`src/rtl/mem_arbiter_pkg.sv`:
```
// Shared constants for the program-RAM arbiter: address width,
// FSM state codes and requester IDs.
package mem_arbiter_pkg;

  localparam int RAM_ADDR_BITS = 16;

  typedef enum logic [1:0] {
    S_IDLE   = 2'd0,
    S_ACCESS = 2'd1,
    S_DONE   = 2'd2
  } state_t;

  typedef enum logic [1:0] {
    BOOT = 2'd0,
    CPU  = 2'd1,
    DBG  = 2'd2
  } req_id_t;

  function automatic logic [15:0] sat_inc(
    input logic [15:0] v
  );
    return (&v) ? v : v + 16'd1;
  endfunction

endpackage

```
`src/rtl/arb_rr2.sv`:
```
// Two-way round-robin picker; bit 0 = cpu, bit 1 = dbg.
// last = 1 means bit 1 won most recently.
module arb_rr2 (
  input  logic [1:0] req,
  input  logic       last,
  output logic [1:0] grant
);

  always_comb begin
    grant = req;
    if (req == 2'b11)
      grant = last ? 2'b01 : 2'b10;
  end

endmodule

```
`src/rtl/mem_arbiter.sv`:
```
// Three-way program-RAM arbiter (boot / cpu / dbg), 3 cycles per access.
// Define MEM_ARB_STATS_EN to add saturating wait-cycle counters.
module mem_arbiter
  import mem_arbiter_pkg::*;
#(
  parameter int AW = RAM_ADDR_BITS,
  parameter int DW = 8
) (
  input  logic          clk,
  input  logic          rst_n,
  input  logic          booting,
  input  logic          boot_req,
  input  logic [AW-1:0] boot_addr,
  input  logic [DW-1:0] boot_wdata,
  output logic          boot_ack,
  input  logic          cpu_req,
  input  logic          cpu_we,
  input  logic [AW-1:0] cpu_addr,
  input  logic [DW-1:0] cpu_wdata,
  output logic          cpu_ack,
  input  logic          dbg_req,
  input  logic [AW-1:0] dbg_addr,
  output logic          dbg_ack,
  output logic [DW-1:0] rd_data,
  output logic          ram_en,
  output logic          ram_we,
  output logic [AW-1:0] ram_addr,
  output logic [DW-1:0] ram_wdata,
  input  logic [DW-1:0] ram_q
`ifdef MEM_ARB_STATS_EN
  ,
  input  logic          stat_clr,
  output logic [15:0]   stat_cpu_wait,
  output logic [15:0]   stat_dbg_wait
`endif
);

  state_t        r_state;
  state_t        w_next;
  req_id_t       r_win;
  req_id_t       w_win;
  logic          r_we;
  logic          r_last;
  logic [AW-1:0] r_addr;
  logic [DW-1:0] r_wdata;
  logic [DW-1:0] r_rd;
  logic          w_grant;
  logic          w_we;
  logic [AW-1:0] w_addr;
  logic [DW-1:0] w_wdata;
  logic [1:0]    w_rr_gnt;
  logic          w_done;

  arb_rr2 u_rr (
    .req   ({dbg_req, cpu_req}),
    .last  (r_last),
    .grant (w_rr_gnt)
  );

  always_comb begin
    w_next  = r_state;
    w_grant = 1'b0;
    w_win   = r_win;
    w_we    = 1'b0;
    w_addr  = r_addr;
    w_wdata = r_wdata;
    unique case (r_state)
      S_IDLE: begin
        unique case (1'b1)
          booting & boot_req: begin
            w_grant = 1'b1;
            w_win   = BOOT;
            w_we    = 1'b1;
            w_addr  = boot_addr;
            w_wdata = boot_wdata;
          end
          !booting & w_rr_gnt[0]: begin
            w_grant = 1'b1;
            w_win   = CPU;
            w_we    = cpu_we;
            w_addr  = cpu_addr;
            w_wdata = cpu_wdata;
          end
          !booting & w_rr_gnt[1]: begin
            w_grant = 1'b1;
            w_win   = DBG;
            w_addr  = dbg_addr;
            w_wdata = '0;
          end
          default: ;
        endcase
        if (w_grant)
          w_next = S_ACCESS;
      end
      S_ACCESS: w_next = S_DONE;
      S_DONE:   w_next = S_IDLE;
      default:  w_next = S_IDLE;
    endcase
  end

  always_ff @(posedge clk or negedge rst_n) begin
    if (!rst_n) begin
      r_state <= S_IDLE;
      r_win   <= BOOT;
      r_we    <= 1'b0;
      r_last  <= 1'b1;
      r_addr  <= '0;
      r_wdata <= '0;
      r_rd    <= '0;
    end else begin
      r_state <= w_next;
      if (w_grant) begin
        r_win   <= w_win;
        r_we    <= w_we;
        r_addr  <= w_addr;
        r_wdata <= w_wdata;
        if (w_win != BOOT)
          r_last <= (w_win == DBG);
      end
      if (w_done && !r_we)
        r_rd <= ram_q;
    end
  end

  // Strobes decode from state so an async reset drops them at once.
  assign w_done    = (r_state == S_DONE);
  assign ram_en    = (r_state == S_ACCESS);
  assign ram_we    = ram_en & r_we;
  assign ram_addr  = r_addr;
  assign ram_wdata = r_wdata;
  assign boot_ack  = w_done & (r_win == BOOT);
  assign cpu_ack   = w_done & (r_win == CPU);
  assign dbg_ack   = w_done & (r_win == DBG);
  assign rd_data   = (w_done & ~r_we) ? ram_q : r_rd;

`ifdef MEM_ARB_STATS_EN
  logic [15:0] r_cpu_wait;
  logic [15:0] r_dbg_wait;

  always_ff @(posedge clk or negedge rst_n) begin
    if (!rst_n) begin
      r_cpu_wait <= '0;
      r_dbg_wait <= '0;
    end else if (stat_clr) begin
      r_cpu_wait <= '0;
      r_dbg_wait <= '0;
    end else begin
      if (cpu_req && !cpu_ack)
        r_cpu_wait <= sat_inc(r_cpu_wait);
      if (dbg_req && !dbg_ack)
        r_dbg_wait <= sat_inc(r_dbg_wait);
    end
  end

  assign stat_cpu_wait = r_cpu_wait;
  assign stat_dbg_wait = r_dbg_wait;
`endif

endmodule
```
`config.mk`:
```
export PLATFORM = sky130hd
export DESIGN_NAME = mem_arbiter
export DESIGN_NICKNAME = d
export VERILOG_FILES = /design/src/rtl/mem_arbiter_pkg.sv /design/src/rtl/arb_rr2.sv /design/src/rtl/mem_arbiter.sv
export SDC_FILE = /design/constraint.sdc
export NUM_CORES = 1
export LEC_CHECK = 0
export ABC_AREA = 1
export CORE_MARGIN = 1
export CORE_UTILIZATION = 43
export CTS_BUF_LIST = sky130_fd_sc_hd__clkbuf_4
export CTS_CLUSTER_DIAMETER = 30
export CTS_CLUSTER_SIZE = 40
export DETAILED_ROUTE_END_ITERATION = 7
export MAX_ROUTING_LAYER = met4
export PLACE_DENSITY = 0.95
export SYNTH_ARGS = -nofsm -noshare
export SYNTH_HDL_FRONTEND = slang
export SYNTH_HIERARCHICAL = 1
export SYNTH_SLANG_ARGS = --single-unit
export TNS_END_PERCENT = 5
```
`constraint.sdc`:
```
create_clock -name clk -period 4.25 [get_ports clk]
set_input_delay 0.425 -clock clk [delete_from_list [all_inputs] [get_ports clk]]
set_output_delay 0.425 -clock clk [all_outputs]
set_load 0.05 [all_outputs]
```
==> run summary <==
The worst setup path is launched from a flip-flop. After detailed routing, the total wire length is 5870 um. The final RePlAce weighted congestion came out at 0.817.

The design area came out at 0.00335 mm^2. The gate count of the mapped netlist came out at 309. The fraction of final layout cells sized beyond drive strength 1 came out at 4.53%. After synthesis, the cell types taking the most area are sky130_fd_sc_hd__dfrtp_1, sky130_fd_sc_hd__nand2_1, sky130_fd_sc_hd__nand3_1. The synthesized area per cell came out at 6.91 um^2. Post-CTS timing repair inserted 0 buffers for setup. The number of cells after detailed placement is 478. The iteration-0 DRC count of the detailed router came out at 132. Summing over every cut layer, the via total after detailed routing is 2300.

The first-pass GRT wire length came out at 9750 um. Setup repair after global routing left no endpoint under its margin. The area of the multi-input gates came out at 988 um^2. The number of ports placed on the die boundary is 116. The minimum period implied by the final worst setup slack is 2810 ps. The worst-skew pair later-pin latency came out at 340 ps. For the pin with the worst max-slew slack, the measured transition is 847 ps. In the final layout, flip-flops and latches occupy 952 um^2. The count of different cell masters after synthesis came out at 19. In this run, CTS created clock tree buffers numbering 5. Across the run, the number of max-cap violations was 0. By area, the combinational part of the netlist is dominated by simple AND/OR/NAND/NOR gates. The buffer cell driving the clock tree root is sky130_fd_sc_hd__clkbuf_4.

The count of fill cells added during filler insertion came out at 386. The final count of negative-setup-slack endpoints is 0. In this run the worst setup path begins at r_state[1].

The area share of and/or/nand/nor cells after synthesis came out at 44.0%. TritonCTS built the clock tree. Once the floorplan was initialized, standard cells occupied 44.9% of the core. The via count of the first global-routing pass is 2212. The xor and xnor area share after synthesis came out at 0%.

Leaving out fill and tap cells, the most frequent cell in the layout is sky130_fd_sc_hd__nand2_1. The register bit total from synthesis is 38. The number of nets in the final layout is 497.

The run finished with clean final reports. STA puts the critical path data required time at 3830 ps. In this run, post-CTS hold repair placed 0 buffers. The number of sinks on the clock net is 38.

The final non-filler cell total came out at 486. Summing all placed instances gives a cell area of 0.00327 mm^2. The peak fanout along the critical path is 10. The leakage component of the power came out at 1.70 nW. The library cells used most frequently in the layout, excluding fill and tap cells, are sky130_fd_sc_hd__nand2_1, sky130_fd_sc_hd__clkdlybuf4s50_1, sky130_fd_sc_hd__nand3_1. The endpoint identified for the worst register-to-register timing path is ram_addr[3]. The power after layout is 2.25 mW. The initialized floorplan defines 25 standard-cell rows. Of all cell types, the one taking the most synthesized area is sky130_fd_sc_hd__dfrtp_1.

Summed over its instances, the top area cell type makes up 43.4% of the synthesized netlist area. The worst-case register-to-register setup slack came out at 1830 ps. Once the clock tree was built, the resizer swapped 0 gates to a different size. The placeable core area is 0.00475 mm^2. The remaining global-route overflow came out at 0. Timing would allow up to 356 MHz. The path class of the tightest hold or removal check is in2async. The net count after synthesis came out at 388.

The power per cell area is 673 mW/mm^2. The arrival time of the worst setup path came out at 2390 ps. The pin count of the biggest net entering global routing came out at 39. The share of the Yosys chip area taken by registers is 44.6%.

The CTS clock-pin slew for the worst setup and hold paths came out at 110 ps. The number of antenna-violating nets in the routed design came out at 0. The final antenna diode count is 0. The share of the clock period used by the worst path after layout came out at 66.1%. Setup total negative slack on the finished layout was measured at 0 ps. The horizontal die dimension is 72.5 um. The final-report max-slew violation count came out at 0. The half-perimeter wire length of the detailed placement result is 4420 um.

The DRC violations left came out at 0. The multiplexer fraction of the synthesized cell area came out at 0%. The total routing resource utilization after global routing is 24.7%.

The area share of fa/ha/maj cells after synthesis came out at 0%. The worst ir drop on vdd is 363 uV. The mean number of vias per cell is 4.73.

Measured in cells, the most critical reg-to-reg path has a length of 6. The vertical extent of the die is 72.5 um. The H-tree generated during clock tree synthesis spans 2 levels. The number of warnings issued by yosys is 6. The longest clock path from root to sink contains 2 buffers. In this run the critical register-to-register path is launched from r_last. Port buffering added 115 buffers. The destination of the critical timing path is rd_data[4]. The cell area after synthesis is 0.00214 mm^2.

The number of detailed-routing iterations run before antenna repair came out at 4. The hold violation total from the final report is 0. For the final database, setup skew stands at 7.85 ps.

The die outline area came out at 0.00525 mm^2. The critical path is of the reg2out type. The final worst hold slack is 165 ps. The worst relative slew slack came out at 43.5%. The category of the worst setup path capture point is an output pin. The initial antenna violation count came out at 0. Dividing the detail-routed wire length by the instance count gives 12.1 um. Summing the areas of all compound-gate instances in the mapped netlist gives 2.11% of the synthesized area. Compared with the post-synthesis result, the final layout area differs by 56.6%.
worst min-delay path by stage:
stage               slack [ps]  depth (start not counted)           end
floorplan                  130                          0       r_rd[0]
global placement           450                          2       r_rd[0]
detailed placement         460                          2       r_rd[5]
CTS                        170                          1       r_rd[4]
global route               210                          1  ram_wdata[0]
finish                     160                          1  ram_addr[12]
stage by stage:
step / worst slack (ps) / util, %
after floorplan: 1960 / -
after global placement: 1460 / 68.7
after detailed placement: 1360 / 68.7
after CTS: 1420 / 70.4
after global routing: 1220 / 70.4
final: 1440 / 70.4
worst max-delay path: stages, from the launching register on:
cell and delay (ps):
sky130_fd_sc_hd__dfrtp_1 460, sky130_fd_sc_hd__inv_1 80, sky130_fd_sc_hd__nor2_2 310, sky130_fd_sc_hd__nand2_1 270
sky130_fd_sc_hd__nand2_1 140, sky130_fd_sc_hd__nand2_1 80, sky130_fd_sc_hd__clkdlybuf4s50_1 700
where the power goes:
group	internal [mW]	total, mW	switching (mW)
Clock	0.122	0.240	0.118
Combinational	0.448	1.38	0.930
Sequential	0.532	0.633	0.101
Total	1.10	2.25	1.15
metal layers:
metal  up-vias  global-route usage, %  wire, um
met5         -                      -         0
met4         0                   6.75        73
met3         8                   5.14       367
met2        95                   43.5      2990
met1      1035                   28.5      2430
li1       1162                      -         -
final cells by class:
class                      instances  area share (%)
timing repair buffer             115            34.3
sequential                        38            28.5
clock buffer                       5            1.12
clock inverter                     3            1.20
inverter                          26            2.92
multi-input combinational        232            29.5
tap                               67            2.51
cells in the mapped netlist, drive strengths merged:
library cell,count
a21oi,2
clkinv,1
inv,25
o21ai,1
buf,13
a21boi,1
nand3,42
nand2,177
nor3,3
nor2,6
dfstp,1
dfrtp,37
logic make-up (layout without fill, tap and decap cells):
family                 after synthesis  count (layout)
AOI/OAI and AO/OA                    4               4
buffers and inverters               39             149
DFF                                 38              38
and+or+nand+nor                    228             228
flip-flops by register name (all words and copies together), names as in the netlist:
register   count
r_rd           8
r_state        2
ram_wdata      8
ram_addr      16
r_last         1
r_we           1
r_win          2
(Power assumes the default switching activity.)
